[src/rtl/register_file_pkg.sv]
// rtl/register_file_pkg.sv - shared status register flag bit positions
package register_file_pkg;

    localparam int ZERO_FLAG     = 0;
    localparam int NEGATIVE_FLAG = 1;
    localparam int CARRY_FLAG    = 2;
    localparam int OVERFLOW_FLAG = 3;

endpackage

[src/rtl/program_counter_pkg.sv]
// rtl/program_counter_pkg.sv - branch condition encoding and evaluation helper
package program_counter_pkg;

    import register_file_pkg::*;

    typedef enum logic [2:0] {
        COND_ZERO             = 3'd0,
        COND_NOT_ZERO         = 3'd1,
        COND_POSITIVE         = 3'd2,
        COND_NEGATIVE         = 3'd3,
        COND_CARRY_SET        = 3'd4,
        COND_CARRY_CLEARED    = 3'd5,
        COND_OVERFLOW_SET     = 3'd6,
        COND_OVERFLOW_CLEARED = 3'd7
    } branch_condition_e;

    // flags holds the four named status bits at their register_file_pkg positions
    function automatic logic condition_met(input logic [3:0] flags,
                                           input branch_condition_e cond);
        logic met;
        met = 1'b0;
        case (cond)
            COND_ZERO:             met =  flags[ZERO_FLAG];
            COND_NOT_ZERO:         met = !flags[ZERO_FLAG];
            COND_POSITIVE:         met = !flags[NEGATIVE_FLAG];
            COND_NEGATIVE:         met =  flags[NEGATIVE_FLAG];
            COND_CARRY_SET:        met =  flags[CARRY_FLAG];
            COND_CARRY_CLEARED:    met = !flags[CARRY_FLAG];
            COND_OVERFLOW_SET:     met =  flags[OVERFLOW_FLAG];
            COND_OVERFLOW_CLEARED: met = !flags[OVERFLOW_FLAG];
            default:               met = 1'b0;
        endcase
        return met;
    endfunction

endpackage

[src/rtl/branch_condition_unit.sv]
// rtl/branch_condition_unit.sv - combinational branch resolution against ALU flags
module branch_condition_unit
    import register_file_pkg::*;
    import program_counter_pkg::*;
#(
    parameter int DATA_W = 8
) (
    input  logic [DATA_W-1:0] status_register,
    input  branch_condition_e branch_condition,
    input  logic              jump_branch_select,
    input  logic              unconditional_branch,
    output logic              branch_taken
);

    logic [3:0] flags;
    logic       cond_true;
    // Upper status bits carry no branch meaning; folded so they are visibly consumed
    logic       unused_status;

    always_comb begin
        flags                = '0;
        flags[ZERO_FLAG]     = status_register[ZERO_FLAG];
        flags[NEGATIVE_FLAG] = status_register[NEGATIVE_FLAG];
        flags[CARRY_FLAG]    = status_register[CARRY_FLAG];
        flags[OVERFLOW_FLAG] = status_register[OVERFLOW_FLAG];
        cond_true            = condition_met(flags, branch_condition);
        branch_taken         = jump_branch_select & (unconditional_branch | cond_true);
    end

    assign unused_status = ^status_register;

endmodule

[src/rtl/program_counter.sv]
// rtl/program_counter.sv - fetch-stage PC with increment/branch; PROGRAM_COUNTER_STALL_EN adds stall
module program_counter
    import program_counter_pkg::*;
#(
    parameter int I_ADDR_W = 12,
    parameter int DATA_W   = 8
) (
    input  logic                clk,
    input  logic                rst,
`ifdef PROGRAM_COUNTER_STALL_EN
    input  logic                stall,
`endif
    input  logic [I_ADDR_W-1:0] imar,
    input  logic [I_ADDR_W-1:0] address_immediate,
    input  logic                jump_branch_select,
    input  logic                immediate_select,
    input  logic                unconditional_branch,
    input  logic [DATA_W-1:0]   status_register,
    input  logic [2:0]          branch_condition,
    output logic [I_ADDR_W-1:0] pc,
    output logic                branch_taken
);

    logic [I_ADDR_W-1:0] pc_q;
    logic [I_ADDR_W-1:0] pc_d;
    logic [I_ADDR_W-1:0] target;

    branch_condition_unit #(
        .DATA_W (DATA_W)
    ) u_branch_condition_unit (
        .status_register      (status_register),
        .branch_condition     (branch_condition_e'(branch_condition)),
        .jump_branch_select   (jump_branch_select),
        .unconditional_branch (unconditional_branch),
        .branch_taken         (branch_taken)
    );

    always_comb begin
        target = immediate_select ? address_immediate : imar;
        pc_d   = branch_taken ? target : pc_q + {{(I_ADDR_W-1){1'b0}}, 1'b1};
`ifdef PROGRAM_COUNTER_STALL_EN
        if (stall) begin
            pc_d = pc_q;
        end
`endif
    end

    always_ff @(posedge clk) begin
        if (rst) begin
            pc_q <= '0;
        end else begin
            pc_q <= pc_d;
        end
    end

    assign pc = pc_q;

endmodule

[config.mk]
export PLATFORM = sky130hd
export DESIGN_NAME = program_counter
export DESIGN_NICKNAME = d
export VERILOG_FILES = /design/src/rtl/register_file_pkg.sv /design/src/rtl/program_counter_pkg.sv /design/src/rtl/branch_condition_unit.sv /design/src/rtl/program_counter.sv
export SDC_FILE = /design/constraint.sdc
export NUM_CORES = 1
export LEC_CHECK = 0
export ABC_AREA = 1
export ABC_CLOCK_PERIOD_IN_PS = 1300
export CORE_MARGIN = 2
export CORE_UTILIZATION = 35
export CTS_BUF_LIST = sky130_fd_sc_hd__clkbuf_2
export DETAILED_ROUTE_END_ITERATION = 6
export GPL_ROUTABILITY_DRIVEN = 0
export GPL_TIMING_DRIVEN = 1
export PLACE_DENSITY = 0.78
export SETUP_SLACK_MARGIN = 0.02
export SLEW_MARGIN = 10
export SYNTH_ARGS = -nofsm -noshare
export SYNTH_HDL_FRONTEND = slang
export SYNTH_SLANG_ARGS = --single-unit
export TNS_END_PERCENT = 50
[constraint.sdc]
create_clock -name clk -period 1.3 [get_ports clk]
set_input_delay 0.39 -clock clk [delete_from_list [all_inputs] [get_ports clk]]
set_output_delay 0.39 -clock clk [all_outputs]
set_load 0.05 [all_outputs]
Word-level counts from Yosys, hierarchy flattened
Cells that the tools add are included.

storage, ports and cells
  flip-flop bits (word level) = 12
  input bits = 40
  output and inout bits = 13

operators by class
  add/sub/neg operators = 1
  eq/ne operators = 7
  mux-type cells = 3
  bitwise gates (word level) = 2
  reduce and logical (&&, ||, !) cells = 5

operator list
  cell                                                 count
  2-to-1 mux 12 bit                                    2
  adder 12 x 1 -> 12 bit, second input constant        1
  equality test 3 bit, second input constant           4
  one-hot mux 1 bit (8 select lines)                   1
  equality test 3 x 2 -> 1 bit, second input constant  2
  zero test 1 bit                                      4
  equality test 3 x 1 -> 1 bit, second input constant  1
  zero test 3 bit                                      1
  AND 1 bit                                            1
  bitwise OR 1 bit                                     1

Logic depth before layout (Yosys ltp)
  word-level depth = 5
  gate-level depth with buffers = 10
  depth with buffers taken out = 10

Hierarchy
A second synthesis with hierarchy kept.

unflattened totals
  cell total of the unflattened synthesis = 145
  area total of the unflattened synthesis = 877.1 um^2

by module, submodules not included
  module                 instances  cells each  area an instance (um^2)
  program_counter        1          126         794.5
  branch_condition_unit  1          19          82.6

Least setup slack after synthesis
No wires, ideal clock.

  path kind = register to register
  from = register pc_q[0], in the netlist pc[0]
  to = register pc_q[8], in the netlist pc[8]
  setup time = 112 ps
  data arrival time = 1,617 ps
  path slack = -428 ps
  cell stages (with the launch flop) = 8
  buffers on the path = 0
  period minus slack after synthesis = 1,728 ps
  path through = dfxtp_1 -> ha_1 -> nand3_1 -> nor2_1 -> nand4_1 -> xnor2_1 -> nor2_1 -> nor2_1

between the ends
  word-level cells in the longest chain between the ends = 2

ends and longest elaborated chain
  item                      RTL line               text
  start: declaration        program_counter.sv:24  logic [I_ADDR_W-1:0] pc_q;
  start signal: assignment  program_counter.sv:52  pc_q <= pc_d;
  adder 12 x 1 -> 12 bit    program_counter.sv:40  pc_d = branch_taken ? target : pc_q + {{(I_ADDR_W-1){1'b0}}, 1'b1};
  2-to-1 mux 12 bit         program_counter.sv:40

No other way between the ends.
A chain may end at the register's enable or synchronous reset.

Worst setup path after layout
  from = input port branch_condition[1]
  to = output port branch_taken

between the ends
  word-level cells in the longest chain between the ends = 4
  elaborated cells between the ends (all ways) = 11
  those cells by class = eq/ne (7); mux (1); bitwise (2); reduce/logical (1)

ends and longest elaborated chain
  item                                         RTL line                     text
  start: declaration                           program_counter.sv:19        input logic [2:0] branch_condition,
  equality test 3 bit (tied with other cells)  program_counter_pkg.sv:22    case (cond)
  one-hot mux 1 bit (8 select lines) *         program_counter_pkg.sv:22
  bitwise OR 1 bit *                           branch_condition_unit.sv:27  branch_taken = jump_branch_select & (unconditional_branch | cond_true);
  AND 1 bit *                                  branch_condition_unit.sv:27
  end: declaration                             program_counter.sv:21        output logic branch_taken

Every way passes the cells marked *; elsewhere a longest branch is shown, timed or not.

==> results.md <==
* Clock Path Buffers at 2
* First-pass GRT wire length at 4.53 mm
* Slew Limit Fails at 0
* Worst Setup End Kind: primary output
* Yosys top cell area share at 26.4%
* Synthesis Warnings at 0
* Clock sink count at 12
* Chip width at 55.0 µm
* Area delta synth->final at 99.5%
* Starting Density at 36.8%
* Critical path endpoint: branch_taken
* Final Net Count at 242
* Die height at 55.0 µm
* Cell Area, Synth at 911 µm²
* Root buf cell: clkbuf_2
* Max_cap viols at 0
* Reg-to-reg endpoint: pc[8]
* Antenna violations before repair at 0
* RSZ-0062 raised after global routing: true
* Seq/Total Area, Yosys at 26.4%
* Register-to-Register Path Depth at 7
* Vias at 1065
* Switch Pwr at 518 µW
* Worst-Margin Slew at 0.211 ns
* Final setup margin at -0.238 ns
* Worst r2r src: pc[1]
* Worst-Skew Late Latency at 0.28 ns
* Pre-antenna DRT Iters at 4
* Via-per-instance ratio at 4.63
* Largest register FFs at 12
* Setup violators final at 3
* Rel. slew slack at 85.9%
* Crit path launch type: input port
* Die area at 3030 µm²
* Detailed router's first-iteration violation count at 19
* Max IR drop VDD at 0.000814 V
* Pwr/cell area at 751 nW/µm²
* Failing checks: setup timing
* Syn_nets at 176
* Library cells used by synthesis at 21
* Hold slack at 0.622 ns
* Final-report hold violation count at 0
* Final period utilization at 118%
* Routed WL at 2.71 mm
* PortBufs at 48
* Final setup TNS at -0.281 ns
* DR WL/cell at 11.8 µm
* Layout cells sized above 1 at 37.5%
* Worst Path Required at 0.91 ns
* Final Util at 73.3%
* Rows at 18
* Number of CTS-inserted buffers at 3
* Worst reg-to-reg setup slack at 0.02 ns
* Sw Share at 38.0%
* Worst EP arrival at 1.15 ns
* Critical path class: in -> out
* Detailed Place HPWL at 2.14 mm
* Mapped Cells at 135
* Largest cells by area after synthesis: dfxtp_1, nand2_1, nor2_1, mux2i_1, nand3_1
* Vias in the first global route at 1116
* Clock period minus worst slack at 1.54 ns
* Min-Delay Path Class: reg -> reg
* Core area at 2480 µm²
* Fillers at 190
* Global Route Usage Sum at 21.2%
* Antenna Nets Post-Route at 0
* Highest attainable clock frequency at 650 MHz
* Clk pwr share at 14.7%
* Power Internal at 847 µW
* Max H-tree Level at 1
* Ports at 53
* Clock Pin Slew Worst Setup and Hold Paths at 0.11 ns
* Seq. cell area at 269 µm²
* Hold path depth at 3
* Leak at 0.847 nW
* Largest area contributor in the netlist: dfxtp_1
* GRT Residual Overflow at 0
* Status: finished with violations
* # diodes at 0
* # DRC at 0
* CP max FO at 3
* Skew final at 0.0146 ns
* Pin count of the biggest net entering global routing at 10
* Seq pwr share at 34.6%
* Synth Register Bits at 12
* Logic pwr share at 50.7%
* Mapped Avg Cell Area at 6.75 µm²
* CP Launch Point: branch_condition[1]
* Hold_buf cts at 0
* Multi-input combinational cell area at 662 µm²
* CTS tree: yes
## critical path: stages
cell	delay (ns)
buf_8	0.10
inv_4	0.05
nand2_2	0.05
nand3_2	0.08
nand2_2	0.05
nand2_2	0.07
nand3_4	0.09
nand2_8	0.10
inv_12	0.03
buf_12	0.13
## Yosys cell counts
| cell type | n |
|---|---|
| nand2_1 | 37 |
| nor2_1 | 24 |
| inv_1 | 13 |
| dfxtp_1 | 12 |
| nand3_1 | 12 |
| mux2i_1 | 8 |
| xnor2_1 | 6 |
| xor2_1 | 4 |
| nand2_2 | 3 |
| nand3_2 | 3 |
| buf_2 | 2 |
| nor2_2 | 2 |
| a21oi_1 | 1 |
| clkbuf_1 | 1 |
| ha_1 | 1 |
| inv_2 | 1 |
| inv_6 | 1 |
| nand2_8 | 1 |
| nand3_4 | 1 |
| nand4_1 | 1 |
| nor3_4 | 1 |
## cell usage in the layout, fill, tap and decap left out, types with 5 or more instances in the layout
| cell | count |
|---|---|
| buf_12 | 14 |
| xnor2_1 | 6 |
| nand2_2 | 5 |
| inv_1 | 9 |
| dfxtp_2 | 5 |
| clkdlybuf4s50_1 | 25 |
| nand2_1 | 34 |
| dfxtp_4 | 6 |
| nor2_1 | 23 |
| buf_4 | 10 |
| buf_2 | 5 |
| mux2i_1 | 8 |
| nand3_1 | 9 |
## what timing repair did
action                                  in CTS  in global routing
endpoints found under the setup margin      16                 12
hold endpoints to repair                     0                  0
buffers inserted                             0                  5
pin swaps                                   14                 18
resized for setup                           39                  6
gates cloned                                 1                  0
## per-stage QoR
stage	cells	instance area (µm²)	total power, mW	worst slack (ns)
2_1_floorplan	135	967	0.773	-0.0830
3_3_place_gp	220	1690	1.11	-0.635
3_5_place_dp	220	1690	1.13	-0.664
4_1_cts	225	1760	1.35	-0.290
5_1_grt	230	1820	1.44	-0.292
6_report	230	1820	1.37	-0.238
## layout make-up
type                            instances  share of cell area (%)
Clock inverter                          1                   0.207
Inverter                               15                    3.93
Multi-Input combinational cell        105                    36.4
Clock buffer                            3                   0.826
Timing Repair Buffer                   64                    41.7
Tap cell                               30                    2.07
Sequential cell                        12                    14.8
## worst min path at each step
| stage | start | end | slack, ns |
|---|---|---|---|
| global placement | pc[0] | pc[1] | 0.58 |
| global route | pc[8] | pc[8] | 0.64 |
| floorplan | rst | pc[7] | 0.45 |
| CTS | pc[8] | pc[8] | 0.62 |
| finish | pc[8] | pc[8] | 0.62 |
| detailed placement | pc[0] | pc[1] | 0.59 |
## per-layer routing
metal	track usage (%)	part of all wire, %	vias up
li1	-	-	550
met1	22.2	38	478
met2	41.9	56	33
met3	4.84	4.3	4
met4	5.28	1.2	0
met5	0	0	-
## logic make-up after synthesis
family,after synthesis,synth area share (%)
flops,12,26.4
simple gates,85,45.1
buf+inv,18,8.24
fa+ha+maj,1,1.37
xor+xnor,10,9.61
mux,8,8.79
compound gates,1,0.549
## power groups by stage
stage | Sequential, mW | Combinational [mW] | Clock (mW)
5_1_grt | 0.478 | 0.741 | 0.222
3_5_place_dp | 0.470 | 0.656 | 0
4_1_cts | 0.472 | 0.673 | 0.205
3_3_place_gp | 0.467 | 0.644 | 0
6_report | 0.473 | 0.691 | 0.201
2_1_floorplan | 0.573 | 0.199 | 0
(Power assumes the default switching activity.)
